File: src/rtl/bcd_addsub_serial.sv
// bcd_addsub_serial: digit-serial BCD add/subtract with sign-magnitude result and start/busy/done handshake
module bcd_addsub_serial #(
  parameter int DIGITS = 4
) (
  input  logic                clk,
  input  logic                rst_n,
  input  logic                start,
  input  logic                mode,
  input  logic [4*DIGITS-1:0] a,
  input  logic [4*DIGITS-1:0] b,
  output logic                busy,
  output logic                done,
  output logic [4*DIGITS-1:0] result,
  output logic                sign,
  output logic                carry,
  output logic                err
);
  localparam int W = 4*DIGITS;
  localparam int CW = $clog2(DIGITS);
  typedef enum logic [1:0] {IDLE, CALC, FIX, DONE} state_t;
  state_t state, nxt;
  logic [W-1:0] ra, rb, work, work_n;
  logic [CW-1:0] cnt;
  logic [3:0] x, y, dig;
  logic [4:0] s, d;
  logic rmode, w, cy, sub, bad, last;
  assign last = cnt == CW'(DIGITS-1);
  always_comb begin
    bad = 1'b0;
    for (int i = 0; i < DIGITS; i++)
      bad = bad | (a[4*i +: 4] > 4'd9) | (b[4*i +: 4] > 4'd9);
  end
  // FIX reuses the subtractor as 0 - r_k - w to ten's-complement the working register
  always_comb begin
    sub = state == FIX || rmode;
    x = state == FIX ? 4'd0 : ra[{cnt, 2'b00} +: 4];
    y = state == FIX ? work[{cnt, 2'b00} +: 4] : rb[{cnt, 2'b00} +: 4];
    s = {1'b0, x} + {1'b0, y} + {4'b0, w};
    d = {1'b0, x} - {1'b0, y} - {4'b0, w};
    cy = sub ? d[4] : s > 5'd9;
    dig = sub ? (d[4] ? 4'(d + 5'd10) : d[3:0]) : (s > 5'd9 ? 4'(s - 5'd10) : s[3:0]);
    work_n = work;
    work_n[{cnt, 2'b00} +: 4] = dig;
  end
  always_ff @(posedge clk or negedge rst_n)
    if (!rst_n) state <= IDLE;
    else state <= nxt;
  always_comb
    nxt = state == IDLE ? (start ? (bad ? DONE : CALC) : IDLE) :
          state == CALC ? (last ? (rmode && cy ? FIX : DONE) : CALC) :
          state == FIX  ? (last ? DONE : FIX) : IDLE;
  always_comb begin
    busy = state == CALC || state == FIX;
    done = state == DONE;
  end
  always_ff @(posedge clk or negedge rst_n)
    if (!rst_n) begin
      ra <= '0;
      rb <= '0;
      rmode <= 1'b0;
      w <= 1'b0;
      cnt <= '0;
      work <= '0;
      result <= '0;
      sign <= 1'b0;
      carry <= 1'b0;
      err <= 1'b0;
    end else if (state == IDLE) begin
      if (start) begin
        ra <= a;
        rb <= b;
        rmode <= mode;
        cnt <= '0;
        w <= 1'b0;
        work <= '0;
      end
      if (start && bad) begin
        result <= '0;
        sign <= 1'b0;
        carry <= 1'b0;
        err <= 1'b1;
      end
    end else if (busy) begin
      work <= work_n;
      w <= state == CALC && nxt == FIX ? 1'b0 : cy;
      cnt <= last ? '0 : cnt + 1'b1;
      if (nxt == DONE) begin
        result <= work_n;
        sign <= state == FIX;
        carry <= state == CALC && !rmode && cy;
        err <= 1'b0;
      end
    end
endmodule
File: config.mk
export PLATFORM = sky130hd
export DESIGN_NAME = bcd_addsub_serial
export DESIGN_NICKNAME = d
export VERILOG_FILES = /design/src/rtl/bcd_addsub_serial.sv
export SDC_FILE = /design/constraint.sdc
export NUM_CORES = 1
export LEC_CHECK = 0
export ABC_AREA = 1
export BUFFER_PORTS_ARGS = -buffer_cell sky130_fd_sc_hd__buf_2
export CELL_PAD_IN_SITES_DETAIL_PLACEMENT = 0
export CELL_PAD_IN_SITES_GLOBAL_PLACEMENT = 2
export CORE_MARGIN = 5
export CORE_UTILIZATION = 36
export CTS_CLUSTER_DIAMETER = 200
export DETAILED_ROUTE_END_ITERATION = 6
export MAX_ROUTING_LAYER = met4
export PLACE_DENSITY_LB_ADDON = 0.1
export SETUP_SLACK_MARGIN = 0.02
export SYNTH_ARGS = -nofsm -noshare
export SYNTH_HDL_FRONTEND = slang
export SYNTH_SLANG_ARGS = --single-unit
File: constraint.sdc
create_clock -name clk -period 8 [get_ports clk]
set_input_delay 1.2 -clock clk [delete_from_list [all_inputs] [get_ports clk]]
set_output_delay 1.2 -clock clk [all_outputs]
set_load 0.05 [all_outputs]
# --- Word level (Yosys, flattened, before mapping) ---
# Cells that the tools add are included.
# W data, S select, Z words.
word_totals:
  reg_bits: 73
  input_bits: 36
op_classes:
  addsub: 8
  order_cmp: 9
  n_eq_ne: 8
  shifts: 5
  mux: 41
  bitwise: 7
  n_reduce_logical: 14
ops:
  columns: ["op", "count"]
  rows:
  - ["$mux W16", 7]
  - ["$shiftx A16 B5 Y4", 3]
  - ["$gt A4 B4 Y1 const B", 8]
  - ["$mux W2", 10]
  - ["$mux W4", 5]
  - ["$mux W1", 18]
  - ["$bwmux W16", 1]
  - ["$shift A4 B6 Y16 const A", 1]
  - ["$shiftx A4 B6 Y16", 1]
  - ["$eq A2 B2 Y1 const B", 5]
  - ["$or A1 B1 Y1", 7]
  - ["$neg A4 Y6", 1]
  - ["$add A4 B4 Y5", 1]
  - ["$add A5 B1 Y5", 1]
  - ["$gt A5 B4 Y1 const B", 1]
  - ["$logic_and A1 B1 Y1", 5]
  - ["$sub A4 B4 Y5", 1]
  - ["$sub A5 B1 Y5", 1]
  - ["$add A4 B4 Y4 const B", 1]
  - ["$reduce_and A2 Y1", 2]
  - ["$reduce_bool A2 Y1", 2]
  - ["$sub A4 B4 Y4 const B", 1]
  - ["$reduce_and A3 Y1", 1]
  - ["$add A2 B1 Y2 const B", 1]
  - ["other kinds (6)", 7]

# --- Depth between registers and ports, before layout ---
# Gate-level depths: netlist (run 1).
depth:
  ltp_word: 16
  ltp_mapped: 30

# --- Worst setup path before layout (run 1) ---
# Ideal clock, no wire load.
synth_timing:
  kind: "flip-flop to flip-flop"
  start: "register state[0]"
  end: "register work[2]"
  setup_ns: 0.083
  t_arrival_ns: 3.588
  setup_slack_ns: 4.329
  stages_incl_launch_ff: 26
  path_buffers: 2
  synth_period_minus_slack_ns: 3.671
  path_cell_list: "dfrtp_1 > inv_1 > ha_1 > buf_2 > inv_1 > clkbuf_1 > a21oi_1 > o21ai_0 > o21ai_0 > nand2_1 > nand2_1 > fa_1 > fa_1 > xnor2_1 > ha_1 > nand2_1 > a21boi_0 > nand2_1 > nand2_1 > nand2_1 > nand3_1 > nand2_1 > nand2_1 > nand2_1 > nand2_1 > o21ai_0"
synth_via:
  elab_chain_len: 11
synth_lines:
  columns: ["item", "line_no", "source"]
  rows:
  - ["start, declared", "21", "state_t state, nxt;"]
  - ["start signal, assigned", "47", "else state <= nxt;"]
  - ["$eq A2 B2 Y1", null, null]
  - ["$mux W4, on equally long branches", "36, 37", null]
  - ["$add A4 B4 Y5 / $sub A4 B4 Y5 (equally long branches)", "38, 39", null]
  - ["$add A5 B1 Y5 / $sub A5 B1 Y5 (equally long branches)", "38, 39", null]
  - ["$sub A4 B4 Y4 (tied with other cells)", "41", "dig = sub ? (d[4] ? 4'(d + 5'd10) : d[3:0]) : (s > 5'd9 ? 4'(s - 5'd10) : s[3:0]);"]
  - ["$mux W4 (2 in series)", "41", null]
  - ["$shiftx A4 B6 Y16", "43", "work_n[{cnt, 2'b00} +: 4] = dig;"]
  - ["$bwmux W16", "43", null]
  - ["$mux W16", "83", "end else if (busy) begin"]
  - ["$mux W16", "68", "end else if (state == IDLE) begin"]
  - ["end signal, assigned", "84", "work <= work_n;"]
  - ["end, declared", "22", "logic [W-1:0] ra, rb, work, work_n;"]
# Several ways; a longest one is shown, not always the timed one. The select of a mux whose other input is x is not followed.
# A chain may end at the register's enable or synchronous reset.

# --- Worst setup path after layout (run 1) ---
# Ends and elaborated chain as after synthesis.

==> impl_metrics.csv, run 1 <==
group,metric,value,unit
sta,tightest_slew,0.9711,ns
sta,hold_ws,0.4752,ns
worst_setup_path,required,8.27,ns
worst_setup_path,endpoint_kind,"flop",
clock_network,cts_tree,"built",
sta,setup_violations,0,
sta,rsz0062_at_grt,"false",
clock_network,numCtsBuffers,9,
floorplanning,die_w,120.7,microns
clock_network,cts_hold_buf,0,
clock_network,h-tree-depth,3,
global_route,overflow,0,
clock_network,clock_latency,0.35,ns
detailed_routing,ant_nets,0,
worst_setup_path,critPathTopFamily,"adder cells",
sta,max_slew_margin,35.26,%
worst_setup_path,worstPathCellList,"inv_1 > ha_1 > inv_1 > o21ai_0 > o21ai_0 > nand2_1 > nand2_1 > fa_1 > fa_1 > xnor2_1 > ha_1 > nand2_1 > a21boi_0 > nand2_1 > nand2_1 > nand2_1 > nand3_1 > nand2_1 > nand2_1 > nand2_1 > nand2_1 > o21ai_0",
placed_design,dpl.hpwl,9052,microns
global_route,grt_pass1_wl,20230,microns
synth,synth_edf_count,0,
clock_network,clock_sinks,73,
synth,synth_ff_type,"dfrtp_1",
sta,fin_skew,0.006583,ns
worst_setup_path,path_common_cell,"nand2_1",
detailed_routing,drcViolationCount,0,
worst_setup_path,cp-start-kind,"flop",
worst_setup_path,worstPathMaxFanout,23,
synth,syn_area_per_cell,7.478,sq um
worst_setup_path,setup.worst_path.class,"flop to flop",
detailed_routing,drt_first_pass_iters,4,
placed_design,place.gp.congestion,0.8316,
global_route,grt_pass1_vias,3853,
synth,synthTopCellsByArea,"dfrtp_1 41%, nand2_1 14%, o21ai_0 6.7%",
synth,ys_seq_area_share,41.41,%
sta,finalHoldViolations,0,
synth,ys_ff_latch,73,
layout,area_delta_synth_final,15.12,%
layout,drive_gt1_share,16.54,%
synth,async_flop_share,100.0,%
synth,synth_common_cells,"170 x nand2_1, 73 x dfrtp_1, 70 x inv_1, 59 x o21ai_0, 48 x nand3_1",
synth,syn_area,4412,sq um
synth,synthDistinctLibCells,33,
layout,finish.utilization,42.28,%
floorplanning,die_h,120.7,microns
floorplanning,start_util,36.73,%
clock_network,cts_root_buf,"clkbuf_16",
worst_setup_path,critPathBufInv,2,
placed_design,dpl.cell_count,773,
synth,synth_top_area_cell,"dfrtp_1",
synth,yosysWarnings,0,
worst_setup_path,cp_data_arrival_time,4.94,ns
hold_path,hold_path.class,"flop to flop",
run,cap_violations,0,
detailed_routing,drtIter0Drc,230,
global_route,antenna_found_initial,0,
detailed_routing,wl,12310,microns
clock_network,cts_resized,0,
run_status,run_status,"finished clean",
layout,nNetsFinal,696,
clock_network,cts_setup_buffers,0,
detailed_routing,via_per_inst,4.878,
floorplanning,rows,40,
global_route,grt_max_degree,74,
layout,fin_cells,788,
sta,period_minus_slack,4.677,ns
synth,synthMostInstantiatedCell,"nand2_1",
detailed_routing,wl_per_cell,15.62,microns
worst_setup_path,cpPeakStageDelay,0.60,ns
global_route,global_route.usage.total,18.45,%
clock_network,clkTransAtPathRegs,0.06,ns
clock_network,clock_path_buffers,2,
synth,syn_nets,649,
worst_setup_path,slowest_stage,"ha_1",
floorplanning,boundaryPins,57,
sta,fmax,213.8,MHz
detailed_routing,via_count,3844,
sta,slew_viol_final,0,
layout,diodes,0,
sta,final.setup.tns,0,ns
placed_design,io_buffer_count,56,
synth,syn_inst,590,
floorplanning,core-area,12010,sq um
floorplanning,die_area,14570,sq um
synth,yosysTopAreaCellShare,41.41,%
sta,post-route-period-util,58.46,%
==> logic make-up after synthesis <==
family	Yosys count	synth area share, %
AOI/OAI and AO/OA	101	12.48
adders and majority gates	23	7.204
DFF	73	41.41
buffers and inverters	99	9.671
and+or+nand+nor	292	28.84
xor gates and xnor gates	2	0.3971
==> routing by layer <==
| layer | vias to the layer above | share of wire, % | track usage, % |
|---|---|---|---|
| met3 | 17 | 3.7 | 2.713 |
| met1 | 1783 | 47 | 24.40 |
| met2 | 72 | 47 | 28.68 |
| li1 | 1972 | - | - |
| met4 | 0 | 2.2 | 7.224 |
| met5 | - | 0 | - |
==> stage by stage <==
| stage | instance area, sq um | worst slack, ns |
|---|---|---|
| floorplan | 4412 | 4.330 |
| global placement | 4768 | 3.355 |
| detailed placement | 4768 | 3.263 |
| CTS | 5079 | 3.285 |
| global route | 5079 | 2.826 |
| finish | 5079 | 3.323 |
==> worst paths after layout <==
| path | depth (start not counted) | slack [ns] | startpoint | endpoint |
|---|---|---|---|---|
| min in group asynchronous | 2 | 1.07 | rst_n | result[0]$_DFFE_PN0P_ |
| max in group asynchronous | 2 | 6.27 | rst_n | rmode$_DFFE_PN0P_ |
| max | 22 | 3.32 | state[0]$_DFF_PN0_ | work[2]$_DFFE_PN0P_ |
| max reg2reg | 22 | 3.32 | state[0]$_DFF_PN0_ | work[2]$_DFFE_PN0P_ |
| min | 2 | 0.48 | result[4]$_DFFE_PN0P_ | result[4]$_DFFE_PN0P_ |
| min reg2reg | 2 | 0.48 | result[4]$_DFFE_PN0P_ | result[4]$_DFFE_PN0P_ |
==> area by class of cell <==
cell class | count | area [sq um]
sequential | 73 | 1827
clock buffer | 10 | 229.0
inverter | 75 | 289.0
multi-input combinational | 418 | 2158
timing repair buffer | 60 | 310.3
tap | 147 | 183.9
fill | 1280 | 6933
clock inverter | 5 | 81.33
==> placed cells by master (no fill, tap or decap), types with 3 or more instances in the layout <==
| master | instances |
|---|---|
| a21oi_1 | 27 |
| buf_2 | 56 |
| buf_4 | 4 |
| clkbuf_16 | 9 |
| clkinv_1 | 3 |
| dfrtp_1 | 73 |
| fa_1 | 4 |
| ha_1 | 19 |
| inv_1 | 70 |
| nand2_1 | 170 |
| nand2_2 | 19 |
| nand2_4 | 3 |
| nand3_1 | 48 |
| nand4_1 | 7 |
| nor2_1 | 39 |
| nor3_1 | 3 |
| o21ai_0 | 59 |
| o21ai_2 | 5 |
==> tightest hold or removal path: stages, from the launching register on <==
cell	delay (ns)
dfrtp_1	0.35
nand2_2	0.05
nand2_1	0.04
==> registers in the layout (all words and copies together) (netlist names), 2 cells and up <==
register	flops
ra	16
work	16
state	2
rb	16
cnt	2
result	16
Power of run 1 is not shown: default switching activity piles up to over one toggle a cycle in this logic, so the estimate is an artifact.
==> run 2, diff against run 1 <==
CORE_UTILIZATION = 30   (was 36)
clock period = 4.3 ns   (was 8 ns; I/O delays follow)
==> run 2 against run 1 <==
Die area up 18%. Worst setup slack worse by 2.9 ns. Register-to-register slack worse by 2.9 ns. Final area up 1.8%. Routed wire length up 4.4%.
==> impl_metrics.csv, run 2 (synthesized netlist as in run 1, its figures left out) <==
group,metric,value,unit
clock_network,h-tree-depth,3,
placed_design,dpl.hpwl,9664,microns
floorplanning,rows,44,
detailed_routing,ant_nets,0,
clock_network,cts_root_buf,"clkbuf_16",
worst_setup_path,r2r_slack,0.41,ns
layout,nNetsFinal,702,
detailed_routing,wl_per_cell,15.47,microns
layout,final_common_cell,"nand2_1",
global_route,grt_pass1_wl,21350,microns
worst_setup_path,required,4.57,ns
clock_network,cts_hold_buf,0,
sta,slew_viol_final,0,
sta,hold_ws,0.4408,ns
layout,drive_gt1_share,17.47,%
worst_setup_path,worstPathMaxFanout,17,
layout,finish.utilization,35.72,%
global_route,grt_pass1_vias,3933,
floorplanning,die_w,131.3,microns
clock_network,clock_path_buffers,2,
clock_network,numCtsBuffers,9,
run,cap_violations,0,
layout,diodes,0,
detailed_routing,drtIter0Drc,187,
global_route,antenna_found_initial,0,
sta,fmax,257.1,MHz
sta,post-route-period-util,90.46,%
clock_network,clkTransAtPathRegs,0.06,ns
worst_setup_path,cp_data_arrival_time,4.16,ns
worst_setup_path,setup.worst_path.class,"flop to flop",
clock_network,cts_tree,"built",
placed_design,pre_cts_ws,0.2617,ns
sta,final.setup.tns,0,ns
layout,mostFrequentLayoutCells,"170 x nand2_1, 73 x dfrtp_1, 69 x inv_1, 59 x o21ai_0, 55 x buf_2",
floorplanning,die_h,131.3,microns
floorplanning,start_util,30.47,%
sta,finalHoldViolations,0,
sta,worst_slack,0.4101,ns
floorplanning,die_area,17230,sq um
sta,period_minus_slack,3.890,ns
detailed_routing,drt_first_pass_iters,4,
worst_setup_path,cp-start-kind,"flop",
clock_network,clock_sinks,73,
global_route,overflow,0,
detailed_routing,via_count,3852,
detailed_routing,drcViolationCount,0,
sta,rsz0062_at_grt,"false",
floorplanning,core-area,14480,sq um
clock_network,clock_latency,0.34,ns
layout,area_delta_synth_final,17.21,%
global_route,grt_max_degree,74,
hold_path,hold_path.class,"primary input to asynchronous set/reset pin",
placed_design,io_buffer_count,56,
global_route,global_route.usage.total,15.95,%
placed_design,place.gp.congestion,0.8650,
detailed_routing,wl,12850,microns
sta,max_slew_margin,35.00,%
clock_network,cts_setup_buffers,0,
run_status,run_status,"finished clean",
sta,tightest_slew,0.9750,ns
worst_setup_path,endpoint_kind,"flop",
detailed_routing,via_per_inst,4.635,
sta,fin_skew,0.005035,ns
floorplanning,boundaryPins,57,
clock_network,cts_resized,0,
sta,setup_violations,0,
## run 2: changes by cell type in the layout (fill, tap and decap cells not counted), sizes merged
cell    delta
clkinv     -2
buf        +6
bufinv     -1
clkbuf     +3
## run 2: routing by layer
layer	track usage, %	part of all wire (%)	up-vias	wire [microns]
met1	22.09	50	1770	6480
met4	4.229	1.6	0	206
met5	-	0	-	0
li1	-	-	1981	-
met2	23.59	44	83	5691
met3	3.670	3.7	18	475
## run 2: through the flow
step	std cells	area [sq um]
2_1_floorplan	590	4412
4_1_cts	831	5160
5_1_grt	831	5171
3_5_place_dp	816	4862
6_report	831	5171
3_3_place_gp	816	4862
## run 2: area by class of cell
cell class,instances,area [sq um]
Inverter,75,289.0
Clock inverter,2,37.54
Tap cell,184,230.2
Fill cell,1589,9308
Clock buffer,13,260.3
Sequential cell,73,1827
Multi-Input combinational cell,418,2166
Timing Repair Buffer,66,361.6
## run 2: worst max-delay path, cell delays in order, from the launching register on
cell,delay (ns)
dfrtp_1,0.40
inv_1,0.09
ha_1,0.20
buf_6,0.20
nor2_1,0.07
a21oi_1,0.11
o21ai_0,0.08
nand2_1,0.07
nand2_1,0.09
fa_1,0.44
fa_1,0.44
xnor2_2,0.24
ha_1,0.23
nand2_1,0.05
a21boi_0,0.12
nand2_1,0.13
nand2_1,0.11
nand2_1,0.08
nand3_1,0.06
nand2_1,0.19
nand4_1,0.12
nand2_1,0.11
nand3_1,0.08
nand2_1,0.11
## run 2: path summary, 6_finish.rpt
path,startpoint,to,cells after the start
hold reg to reg,result[0]$_DFFE_PN0P_,result[0]$_DFFE_PN0P_,2
hold / removal,rst_n,result[0]$_DFFE_PN0P_,1
setup / recovery,state[0]$_DFF_PN0_,work[7]$_DFFE_PN0P_,23
min in group clk,result[0]$_DFFE_PN0P_,result[0]$_DFFE_PN0P_,2
max in group asynchronous,rst_n,w$_DFFE_PN0P_,1
setup reg to reg,state[0]$_DFF_PN0_,work[7]$_DFFE_PN0P_,23
Power of run 2 is left out for the same reason.
==> run 3, diff against run 2 <==
CORE_UTILIZATION = 36   (was 30)
clock period = 4.55 ns   (was 4.3 ns; I/O delays follow)
==> run 3 against run 2 <==
Register-to-register slack gained 0.07 ns. Final cell count decreased by 4.5%. Via count grew 1.1%. Sequential cell count unchanged. Sequential share of layout area rose by 0.44 points. Core utilization up 6.8 points. Hold slack gained 0.036 ns. Fmax fell by 4.3%. Clock skew hardly changed.
==> impl_metrics.csv, run 3 (synthesized netlist as in run 1, its figures left out) <==
group,metric,value,unit
sta,period_minus_slack,4.067,ns
placed_design,io_buffer_count,56,
clock_network,clock_path_buffers,2,
placed_design,place.gp.congestion,0.8480,
detailed_routing,via_per_inst,4.906,
sta,post-route-period-util,89.38,%
worst_setup_path,worst_r2r_startpoint,"state[0]$_DFF_PN0_",
floorplanning,boundaryPins,57,
worst_setup_path,ff2ff_path_depth,22,
sta,fmax,245.9,MHz
clock_network,clkTransAtPathRegs,0.06,ns
layout,nNetsFinal,702,
hold_path,whs_endpoint,"result[4]$_DFFE_PN0P_",
clock_network,h-tree-depth,3,
floorplanning,die_area,14570,sq um
sta,max_slew_margin,36.50,%
layout,mostFrequentLayoutCells,"170 x nand2_1, 73 x dfrtp_1, 69 x inv_1, 59 x o21ai_0, 56 x buf_2",
floorplanning,start_util,36.73,%
detailed_routing,drcViolationCount,0,
hold_path,hold_path.class,"flop to flop",
placed_design,dpl.cell_count,779,
layout,area_delta_synth_final,15.77,%
global_route,grt_pass1_wl,20050,microns
sta,final.setup.tns,0,ns
detailed_routing,wl_per_cell,15.31,microns
layout,finalInstanceArea,5107,sq um
global_route,antenna_found_initial,0,
worst_setup_path,endpoint_kind,"flop",
detailed_routing,wl,12160,microns
clock_network,cts_resized,0,
layout,drive_gt1_share,17.62,%
sta,worst_slack,0.4834,ns
clock_network,numCtsBuffers,9,
sta,slew_viol_final,0,
worst_setup_path,required,4.73,ns
clock_network,cts_setup_buffers,0,
clock_network,clock_sinks,73,
clock_network,clock_latency,0.34,ns
placed_design,pre_cts_ws,0.3899,ns
sta,finalHoldViolations,0,
run_status,run_status,"finished clean",
floorplanning,core-area,12010,sq um
detailed_routing,via_count,3895,
placed_design,dpl.hpwl,9161,microns
detailed_routing,ant_nets,0,
clock_network,cts_tree,"built",
clock_network,cts_hold_buf,0,
layout,fin_cells,794,
sta,fin_skew,0.005261,ns
worst_setup_path,setup.worst_path.class,"flop to flop",
worst_setup_path,r2r_end,"work[11]$_DFFE_PN0P_",
placed_design,post_dp_cell_area,4813,sq um
worst_setup_path,worstPathMaxFanout,15,
worst_setup_path,cp_data_arrival_time,4.25,ns
floorplanning,die_w,120.7,microns
hold_path,min_from,"result[4]$_DFFE_PN0P_",
global_route,overflow,0,
global_route,global_route.usage.total,18.12,%
sta,setup_violations,0,
floorplanning,die_h,120.7,microns
detailed_routing,drt_first_pass_iters,5,
detailed_routing,drtIter0Drc,273,
clock_network,cts_root_buf,"clkbuf_16",
floorplanning,rows,40,
layout,final_common_cell,"nand2_1",
sta,tightest_slew,0.9525,ns
sta,rsz0062_at_grt,"false",
worst_setup_path,r2r_slack,0.48,ns
run,cap_violations,0,
hold_path,min_path_cells,2,
layout,diodes,0,
worst_setup_path,cp-start-kind,"flop",
global_route,grt_pass1_vias,3769,
global_route,grt_max_degree,74,
run 3: cell count changes in the layout (fill, tap and decap cells not counted), sizes merged:
cell      previous run  this run
bufinv               1         0
clkinv               3         4
clkinvlp             1         2
inv                 72        71
run 3: layer usage:
metal / up-vias / wire (microns) / GRT usage, %
met1: 1804 / 5932 / 24.76
met5: - / 0 / -
met2: 96 / 5489 / 27.28
met4: 0 / 177 / 4.391
li1: 1982 / - / -
met3: 13 / 558 / 4.397
run 3: worst max path at each step:
stage	from	to	slack, ns
5_1_grt	state[0]$_DFF_PN0_	result[14]$_DFFE_PN0P_	0.08
6_report	state[0]$_DFF_PN0_	work[11]$_DFFE_PN0P_	0.48
4_1_cts	state[0]$_DFF_PN0_	work[1]$_DFFE_PN0P_	0.33
3_3_place_gp	state[0]$_DFF_PN0_	result[14]$_DFFE_PN0P_	0.41
3_5_place_dp	state[0]$_DFF_PN0_	result[14]$_DFFE_PN0P_	0.39
2_1_floorplan	state[0]$_DFF_PN0_	work[2]$_DFFE_PN0P_	0.88
run 3: worst max-delay path, stage by stage (launching register included):
cell	delay, ns
dfrtp_1	0.40
inv_1	0.09
ha_1	0.23
clkinvlp_4	0.26
o21ai_0	0.22
o21ai_0	0.10
nand2_1	0.06
nand2_1	0.09
fa_1	0.45
fa_1	0.44
xnor2_2	0.19
ha_1	0.25
nand2_1	0.06
a21boi_0	0.19
nand2_1	0.11
nand2_1	0.13
nand2_1	0.06
nand3_1	0.06
nand2_1	0.15
nand3_1	0.11
nand2_1	0.08
nand3_1	0.07
o21ai_0	0.10
run 3: through the flow:
step	utilization (%)	hold WS, ns
finish	42.52	0.4766
detailed placement	40.07	0.4659
global route	42.52	0.4933
global placement	40.07	0.4627
floorplan	-	0.3869
CTS	42.43	0.4806
run 3: final cells by class:
cell class,count,area [sq um]
multi-input combinational,418,2166
tap,147,183.9
clock buffer,13,270.3
sequential,73,1827
clock inverter,2,12.51
inverter,75,292.8
timing repair buffer,66,355.3
fill,1301,6904
Power of run 3 is left out for the same reason.
